$ cat src/rtl/bm_dag4_stim_pkg.sv
// bm_dag4_stim_pkg: shared FSM states, LFSR constants and the LFSR/MISR step function
package bm_dag4_stim_pkg;
  typedef enum logic [1:0] {S_IDLE, S_RUN, S_DRAIN, S_DONE} state_t;
  localparam int LFSR_W = 8;
  localparam logic [LFSR_W-1:0] LFSR_TAPS = 8'hB8;
  localparam int DRAIN_CYCLES = 3;
  localparam logic [LFSR_W-1:0] SEED_ZERO_SUB = 8'h01;
  function automatic logic [LFSR_W-1:0] lfsr_next(input logic [LFSR_W-1:0] s);
    return {s[LFSR_W-2:0], ^(s & LFSR_TAPS)};
  endfunction
endpackage

$ cat src/rtl/bm_dag4_stim_if.sv
// bm_dag4_stim_if: stimulus/response bundle between the generator and the DAG under test
interface bm_dag4_stim_if #(parameter int BITS = 2);
  logic            i_start;
  logic            o_busy;
  logic            o_done;
  logic            o_vec_valid;
  logic [BITS-1:0] o_a_out;
  logic [BITS-1:0] o_b_out;
  logic            o_c_out;
  logic            o_d_out;
  logic [BITS-1:0] i_res0_in;
  logic            i_res1_in;
  logic [7:0]      o_signature;
  logic [15:0]     o_vec_count;
  modport master(output i_start, i_res0_in, i_res1_in,
                 input o_busy, o_done, o_vec_valid, o_a_out, o_b_out, o_c_out, o_d_out, o_signature, o_vec_count);
  modport slave(input i_start, i_res0_in, i_res1_in,
                output o_busy, o_done, o_vec_valid, o_a_out, o_b_out, o_c_out, o_d_out, o_signature, o_vec_count);
endinterface

$ cat src/rtl/bm_dag4_lfsr8.sv
// bm_dag4_lfsr8: 8-bit Fibonacci LFSR with synchronous load and step enable
module bm_dag4_lfsr8
  import bm_dag4_stim_pkg::*;
(
  input  logic              clock,
  input  logic              reset,
  input  logic              i_load,
  input  logic              i_en,
  input  logic [LFSR_W-1:0] i_seed,
  output logic [LFSR_W-1:0] o_state
);
  logic [LFSR_W-1:0] r_state;
  // load wins over stepping so a fresh run always begins at the seed
  always_ff @(posedge clock)
    r_state <= (reset || i_load) ? i_seed : i_en ? lfsr_next(r_state) : r_state;
  assign o_state = r_state;
endmodule

$ cat src/rtl/bm_dag4_stim.sv
// bm_dag4_stim: LFSR vector generator for a 4-input DAG with optional MISR (macro BM_DAG4_STIM_MISR_EN)
module bm_dag4_stim
  import bm_dag4_stim_pkg::*;
#(
  parameter int          BITS    = 2,
  parameter int          NUM_VEC = 16,
  parameter logic [7:0]  SEED    = 8'hA5
)(
  input logic           clock,
  input logic           reset,
  bm_dag4_stim_if.slave bus
);
  localparam logic [LFSR_W-1:0] SEED_EFF = (SEED == '0) ? SEED_ZERO_SUB : SEED;
  state_t            r_state, w_state_d;
  logic [1:0]        r_drain;
  logic              r_vv;
  logic [BITS-1:0]   r_a, r_b;
  logic              r_c, r_d;
  logic [15:0]       r_cnt;
  logic [2:0]        r_rv;
  logic [LFSR_W-1:0] w_lfsr, w_vec;
  logic              w_start, w_last, w_vv_d;
  assign w_start = (r_state == S_IDLE) && bus.i_start;
  assign w_last  = r_vv && (r_cnt == 16'(NUM_VEC - 1));
  assign w_vv_d  = w_start || (r_vv && !w_last);
  assign w_vec   = w_start ? SEED_EFF : lfsr_next(w_lfsr);
  bm_dag4_lfsr8 u_lfsr (
    .clock   (clock),
    .reset   (reset),
    .i_load  (w_start),
    .i_en    (r_vv),
    .i_seed  (SEED_EFF),
    .o_state (w_lfsr)
  );
  // state register
  always_ff @(posedge clock)
    r_state <= reset ? S_IDLE : w_state_d;
  // next state: one pass IDLE -> RUN -> DRAIN -> DONE -> IDLE
  always_comb begin
    w_state_d = r_state;
    unique case (r_state)
      S_IDLE:  if (bus.i_start) w_state_d = S_RUN;
      S_RUN:   if (w_last) w_state_d = S_DRAIN;
      S_DRAIN: if (r_drain == 2'(DRAIN_CYCLES - 1)) w_state_d = S_DONE;
      default: w_state_d = S_IDLE;
    endcase
  end
  // drain timer, vector counter and result-valid delay line
  always_ff @(posedge clock) begin
    r_drain <= (!reset && r_state == S_DRAIN) ? r_drain + 2'd1 : 2'd0;
    r_cnt   <= (reset || w_start) ? 16'd0 : r_vv ? r_cnt + 16'd1 : r_cnt;
    r_rv    <= reset ? 3'd0 : {r_rv[1:0], r_vv};
  end
  // vector outputs follow the LFSR's next value and hold between vectors
  always_ff @(posedge clock) begin
    if (reset) begin
      r_vv <= 1'b0;
      r_a  <= '0;
      r_b  <= '0;
      r_c  <= 1'b0;
      r_d  <= 1'b0;
    end else begin
      r_vv <= w_vv_d;
      if (w_vv_d) begin
        r_a <= w_vec[BITS-1:0];
        r_b <= w_vec[2*BITS-1:BITS];
        r_c <= w_vec[2*BITS];
        r_d <= w_vec[2*BITS+1];
      end
    end
  end
  assign bus.o_busy      = r_state != S_IDLE;
  assign bus.o_done      = r_state == S_DONE;
  assign bus.o_vec_valid = r_vv;
  assign bus.o_a_out     = r_a;
  assign bus.o_b_out     = r_b;
  assign bus.o_c_out     = r_c;
  assign bus.o_d_out     = r_d;
  assign bus.o_vec_count = r_cnt;
  logic w_unused_vec;
  assign w_unused_vec = ^w_vec;
`ifdef BM_DAG4_STIM_MISR_EN
  logic [7:0] r_sig;
  // MISR folds each returned result into the signature as it arrives
  always_ff @(posedge clock)
    r_sig <= (reset || w_start) ? 8'h00 :
             r_rv[2] ? lfsr_next(r_sig) ^ 8'({bus.i_res1_in, bus.i_res0_in}) : r_sig;
  assign bus.o_signature = r_sig;
`else
  logic w_unused_res;
  assign w_unused_res = ^{bus.i_res1_in, bus.i_res0_in, r_rv};
  assign bus.o_signature = 8'h00;
`endif
endmodule

$ cat src/flat_wrapper.sv
// flat-port wrapper written by rule: the top's interface ports become plain ports
module bm_dag4_stim_flat import bm_dag4_stim_pkg::*;
#(
  parameter int          BITS    = 2,
  parameter int          NUM_VEC = 16,
  parameter logic [7:0]  SEED    = 8'hA5
)
  (clock, reset, bus_i_start, bus_i_res0_in, bus_i_res1_in, bus_o_busy, bus_o_done, bus_o_vec_valid, bus_o_a_out, bus_o_b_out, bus_o_c_out, bus_o_d_out, bus_o_signature, bus_o_vec_count);
  bm_dag4_stim_if #(.BITS(BITS)) bus_i ();
  input logic clock;
  input logic reset;
  input wire logic [$bits(bus_i.i_start)-1:0] bus_i_start;
  input wire logic [$bits(bus_i.i_res0_in)-1:0] bus_i_res0_in;
  input wire logic [$bits(bus_i.i_res1_in)-1:0] bus_i_res1_in;
  output wire logic [$bits(bus_i.o_busy)-1:0] bus_o_busy;
  output wire logic [$bits(bus_i.o_done)-1:0] bus_o_done;
  output wire logic [$bits(bus_i.o_vec_valid)-1:0] bus_o_vec_valid;
  output wire logic [$bits(bus_i.o_a_out)-1:0] bus_o_a_out;
  output wire logic [$bits(bus_i.o_b_out)-1:0] bus_o_b_out;
  output wire logic [$bits(bus_i.o_c_out)-1:0] bus_o_c_out;
  output wire logic [$bits(bus_i.o_d_out)-1:0] bus_o_d_out;
  output wire logic [$bits(bus_i.o_signature)-1:0] bus_o_signature;
  output wire logic [$bits(bus_i.o_vec_count)-1:0] bus_o_vec_count;
  assign bus_i.i_start = bus_i_start;
  assign bus_i.i_res0_in = bus_i_res0_in;
  assign bus_i.i_res1_in = bus_i_res1_in;
  assign bus_o_busy = bus_i.o_busy;
  assign bus_o_done = bus_i.o_done;
  assign bus_o_vec_valid = bus_i.o_vec_valid;
  assign bus_o_a_out = bus_i.o_a_out;
  assign bus_o_b_out = bus_i.o_b_out;
  assign bus_o_c_out = bus_i.o_c_out;
  assign bus_o_d_out = bus_i.o_d_out;
  assign bus_o_signature = bus_i.o_signature;
  assign bus_o_vec_count = bus_i.o_vec_count;
  bm_dag4_stim #(.BITS(BITS), .NUM_VEC(NUM_VEC), .SEED(SEED)) u_core (.clock(clock), .reset(reset), .bus(bus_i));
endmodule
$ cat config.mk
export PLATFORM = sky130hd
export DESIGN_NAME = bm_dag4_stim_flat
export DESIGN_NICKNAME = d
export VERILOG_FILES = /design/src/rtl/bm_dag4_stim_pkg.sv /design/src/rtl/bm_dag4_stim_if.sv /design/src/rtl/bm_dag4_lfsr8.sv /design/src/rtl/bm_dag4_stim.sv /design/src/flat_wrapper.sv
export SDC_FILE = /design/constraint.sdc
export NUM_CORES = 1
export LEC_CHECK = 0
export CORE_MARGIN = 3
export CORE_UTILIZATION = 49
export DETAILED_ROUTE_END_ITERATION = 12
export GPL_TIMING_DRIVEN = 0
export PLACE_DENSITY = 0.78
export SETUP_SLACK_MARGIN = 0.05
export SKIP_LAST_GASP = 1
export SYNTH_ARGS = -nofsm -noshare
export SYNTH_HDL_FRONTEND = slang
export SYNTH_HIERARCHICAL = 1
export SYNTH_SLANG_ARGS = --single-unit
$ cat constraint.sdc
create_clock -name clock -period 2.6 [get_ports clock]
set_input_delay 0.52 -clock clock [delete_from_list [all_inputs] [get_ports clock]]
set_output_delay 0.52 -clock clock [all_outputs]
set_load 0.005 [all_outputs]
# --- After elaboration in Yosys (flattened, before gate mapping) ---
# Index checks and enable logic that the tools add are counted.
totals:
  regBits: 35
  latchBits: 0
  ram_bits: 0
  mem_bits_ro: 0
  input_bits: 6
  out_inout_bits: 33
  elab_cells: 36
  n_memories: 0
classes:
  addsub: 2
  n_mul: 0
  div: 0
  n_lt_le_gt_ge: 0
  eq_ne: 8
  shifts: 0
  muxes: 5
  bitwise_logic: 0
  reduce_logical: 12
op_table:
  columns: ["op", "n"]
  rows:
  - ["16-bit by 1-bit adder with 16-bit output (second input constant)", 1]
  - ["16-bit by 4-bit equality test with 1-bit output (second input constant)", 1]
  - ["8-bit XOR reduction", 1]
  - ["2-bit equality test (second input constant)", 3]
  - ["2-bit 2-to-1 mux", 3]
  - ["6-bit 2-to-1 mux", 1]
  - ["2-bit one-hot mux with 3 select lines", 1]
  - ["1-bit logical AND", 4]
  - ["2-bit by 1-bit != test with 1-bit output (second input constant)", 2]
  - ["3-bit AND reduction", 1]
  - ["2-bit by 1-bit adder with 2-bit output (second input constant)", 1]
  - ["2-bit by 1-bit equality test with 1-bit output (second input constant)", 1]
  - ["1-bit logical NOT", 2]
  - ["2-bit logical NOT", 1]
  - ["1-bit logical OR", 2]
  - ["2-bit != test (second input constant)", 1]
  - ["2-bit nonzero test", 1]

# --- Depth between registers and ports, before layout ---
logic_depth:
  depth_word: 5
  ltp_mapped: 7
  mapped_depth_nobuf: 7

# --- By module ---
# The synthesis kept the hierarchy.
modules_own_cells:
  columns: ["mod", "instances", "cells_per_inst", "area_per_inst_um2", "seq_area_each_um2"]
  rows:
  - ["bm_dag4_stim", 1, 153, 1355.0, 540.5]
  - ["bm_dag4_lfsr8", 1, 22, 372.9, 240.2]

# --- Worst setup path after synthesis ---
# Ideal clock, no wire load.
synth_path:
  kind: "register -> register"
  startpoint: "register u_core.r_cnt[5], in the netlist u_core/bus.o_vec_count[5]"
  endpoint: "register u_core.r_state[0]"
  setup_ns: 0.070
  arrival_ns: 1.933
  required_time_ns: 2.530
  slack_ns: 0.597
  stages_incl_launch_ff: 5
  path_buffers: 0
  period_less_slack_ns: 2.003
  path_cell_list: "dfxtp_1 -> or4_4 -> o41a_1 -> or4_1 -> a21oi_1"
synth_via:
  elab_chain_len: 4
synth_rtl:
  columns: ["element", "line_no", "rtl"]
  rows:
  - ["start, declared", "bm_dag4_stim.sv:19", "logic [15:0] r_cnt;"]
  - ["start signal, assigned", "bm_dag4_stim.sv:51", "r_cnt <= (reset || w_start) ? 16'd0 : r_vv ? r_cnt + 16'd1 : r_cnt;"]
  - ["16-bit by 4-bit equality test with 1-bit output", "bm_dag4_stim.sv:24", "assign w_last = r_vv && (r_cnt == 16'(NUM_VEC - 1));"]
  - ["1-bit logical AND", "bm_dag4_stim.sv:24", null]
  - ["2-bit by 1-bit != test with 1-bit output (no source line)", null, null]
  - ["3-bit AND reduction (no source line)", null, null]
  - ["end signal, assigned", "bm_dag4_stim.sv:37", "r_state <= reset ? S_IDLE : w_state_d;"]
  - ["end, declared", "bm_dag4_stim.sv:14", "state_t r_state, w_state_d;"]
# Every way passes these cells.
# A chain may end at the register's enable or synchronous reset.

# --- Worst setup path after layout ---
layout_path:
  startpoint: "register u_core.r_vv, in the netlist u_core/bus.o_vec_valid"
  endpoint: "register u_core.r_state[0]"
layout_via:
  elab_chain_len: 3
layout_rtl:
  columns: ["element", "line_no", "rtl"]
  rows:
  - ["start, declared", "bm_dag4_stim.sv:16", "logic r_vv;"]
  - ["start signal, assigned", "bm_dag4_stim.sv:63", "r_vv <= w_vv_d;"]
  - ["1-bit logical AND", "bm_dag4_stim.sv:24", null]
  - ["2-bit by 1-bit != test with 1-bit output (no source line)", null, null]
  - ["3-bit AND reduction (no source line)", null, null]
# Every way passes these cells.

==> metrics.yaml <==
worstPathRequired_ns: 2.86
path_buf_inv: 1
final_nets: 236
status: "finished clean"
syn_inst: 175
dp_hpwl_um: 2640
rows: 20
dp.cells: 260
ys_seq_elements: 35
hold_slack_ns: 0.420
met2_usage_pct: 32.1
dr.pass1.iters: 4
cp-start-kind: "register"
path_cells: "clkbuf_1 > nand4_1 > o41a_1 > or4_1 > a21oi_1"
path_clk_slew_ns: 0.10
ys_types: 35
synth_edf_count: 8
cts_made_buffers: 5
fmax_mhz: 435
cts_tree: "yes"
synth_ff_type: "dfxtp_1"
start_util_pct: 53.9
crit_path_max_incr_delay_ns: 0.49
grt-busiest-layer: "met2"
diodes: 0
syn_area_um2: 1730
crit_slowest_cell: "o41a_1"
die_h_um: 65.4
met1_usage_pct: 21.5
layout-drive-gt1-share_pct: 11.6
setup_tns_ns: 0
postCtsHoldBufs: 0
power_w: 0.00153
ys_seq_area_share_pct: 45.2
setup_viol: 0
hp-class: "reg -> reg"
cap_viol_max_count: 0
end_kind: "register"
h-tree-depth: 2
wirelength_um: 3430
ant_nets: 0
die_area_um2: 4280
post-cts-setup-buffers: 0
via_per_inst: 5.16
p_per_area_nw_per_um2: 707
critPathKind: "reg -> reg"
gp_congestion: 0.843
fin_skew_ns: 0.0150
p_leak_nw: 0.830
maxSlewViolCount: 0
core-area_um2: 3200
die_x_um: 65.4
cp_top_family: "simple AND/OR/NAND/NOR gates"
drtIter0Drc: 53
yosysWarnings: 6
grt_setup_unrepaired: "false"
tightest_slew_ns: 0.695
clk_path_buf_depth: 2
antenna_found_initial: 0
max_slew_margin_pct: 53.5
ir_worst_vdd_mv: 0.535
finalCritPeriodShare_pct: 88.4
area_delta_synth_final_pct: 24.9
crit_fanout: 9
cts_sinks: 35
grt_pass1_wl_um: 6050
avgSynthCellArea_um2: 9.87
async_flop_share_pct: 0
vias: 1384
portBuffers: 27
hold_viol: 0
cts_resized: 0
grt_pass1_vias: 1380
io_pins: 39
grt_max_degree: 12
final_cells: 268
grt_overflow: 0
fin_crit_ns: 2.30
drc: 0
arrival_ns: 2.56
clock-root-buffer: "clkbuf_4"
clk_latency_ns: 0.34
grt_use_met3_pct: 4.27
wl_per_cell_um: 12.8
grt_use_total_pct: 18.5
[logic make-up after synthesis]
family                   after synthesis  synth area share (%)
AND/OR/NAND/NOR                       61                  18.9
flip-flops                            35                  45.2
AO/OA/AOI/OAI                         26                  10.3
buffers and inverters                 18                  5.65
XOR/XNOR                              15                  7.60
multiplexers                          11                  6.88
adder cells (fa/ha/maj)                7                  5.07
other                                  2                 0.435
[sequential cells by signal, summed over array words and instances (netlist names), 2 cells and up]
name / count
u_core/bus.o_b_out: 2
u_core/bus.o_a_out: 2
u_core/bus.o_vec_count: 16
u_core/r_state: 2
u_core/u_lfsr/o_state: 8
u_core/r_drain: 2
[per-stage QoR]
stage          setup WS [ns]  area (µm²)  utilization, %
3_3_place_gp           0.380        2110            65.7
2_1_floorplan          0.597        1780               -
4_1_cts                0.327        2160            67.4
3_5_place_dp           0.329        2110            65.7
5_1_grt                0.153        2160            67.4
6_report               0.301        2160            67.4
[final cells by class]
cell class	count	area [µm²]
repair buffers	27	270
clock inverters	3	15.0
clock buffers	5	37.5
fillers	293	1040
plain buffers	12	75.1
flip-flops and latches	35	781
multi-input cells	136	902
inverters	6	22.5
well taps	44	55.1
[layer usage]
layer,wire length [µm],share of wire (%),vias to the layer above
li1,-,-,692
met1,1460,43,625
met4,78,2.3,0
met5,0,0,-
met3,240,7.0,10
met2,1650,48,57
[path summary, 6_finish.rpt]
check	start	endpoint	slack, ns	cells past startpoint
max reg2reg	u_core/bus.o_vec_valid	u_core/r_state[0]	0.30	5
max	u_core/bus.o_vec_valid	u_core/r_state[0]	0.30	5
min	u_core/r_drain[0]	u_core/r_drain[0]	0.42	1
min reg2reg	u_core/r_drain[0]	u_core/r_drain[0]	0.42	1
[cell usage in the layout, fill, tap and decap left out, drive strengths merged, types with 6 or more instances in the layout]
| cell type | n |
|---|---|
| nand2 | 14 |
| edfxtp | 8 |
| mux2 | 7 |
| a21oi | 10 |
| conb | 16 |
| xnor2 | 9 |
| clkdlybuf4s50 | 27 |
| dfxtp | 27 |
| nor2 | 15 |
| nand3 | 7 |
| or4 | 7 |
| o21ai | 6 |
| inv | 6 |
| xor2 | 6 |
| buf | 8 |
| clkbuf | 9 |
| ha | 7 |
[synth_stat cells, types with 2 or more instances]
cell	instances	area, µm²
a21oi_1	10	50.1
and3_1	3	18.8
buf_4	8	60.1
clkbuf_1	4	15.0
conb_1	2	7.51
dfxtp_1	27	541
edfxtp_1	8	240
ha_1	7	87.6
inv_1	6	22.5
mux2_2	7	78.8
mux2i_1	4	40.0
nand2_1	14	52.6
nand2b_1	3	18.8
nand3_1	7	35.0
nand4_1	4	25.0
nor2_1	14	52.6
nor3_1	3	15.0
o211ai_1	3	22.5
o21a_1	2	15.0
o21ai_0	3	15.0
o21ai_1	3	15.0
o31ai_1	2	15.0
or4_1	5	37.5
or4_4	2	22.5
xnor2_1	9	78.8
xor2_1	6	52.6
[power breakdown]
part / internal (W) / switching, W
clock: 0.0000991 / 0.000180
combinational: 0.000259 / 0.000247
sequential: 0.000665 / 0.0000766
total: 0.00102 / 0.000503
Power figures use the tool's default switching activity.
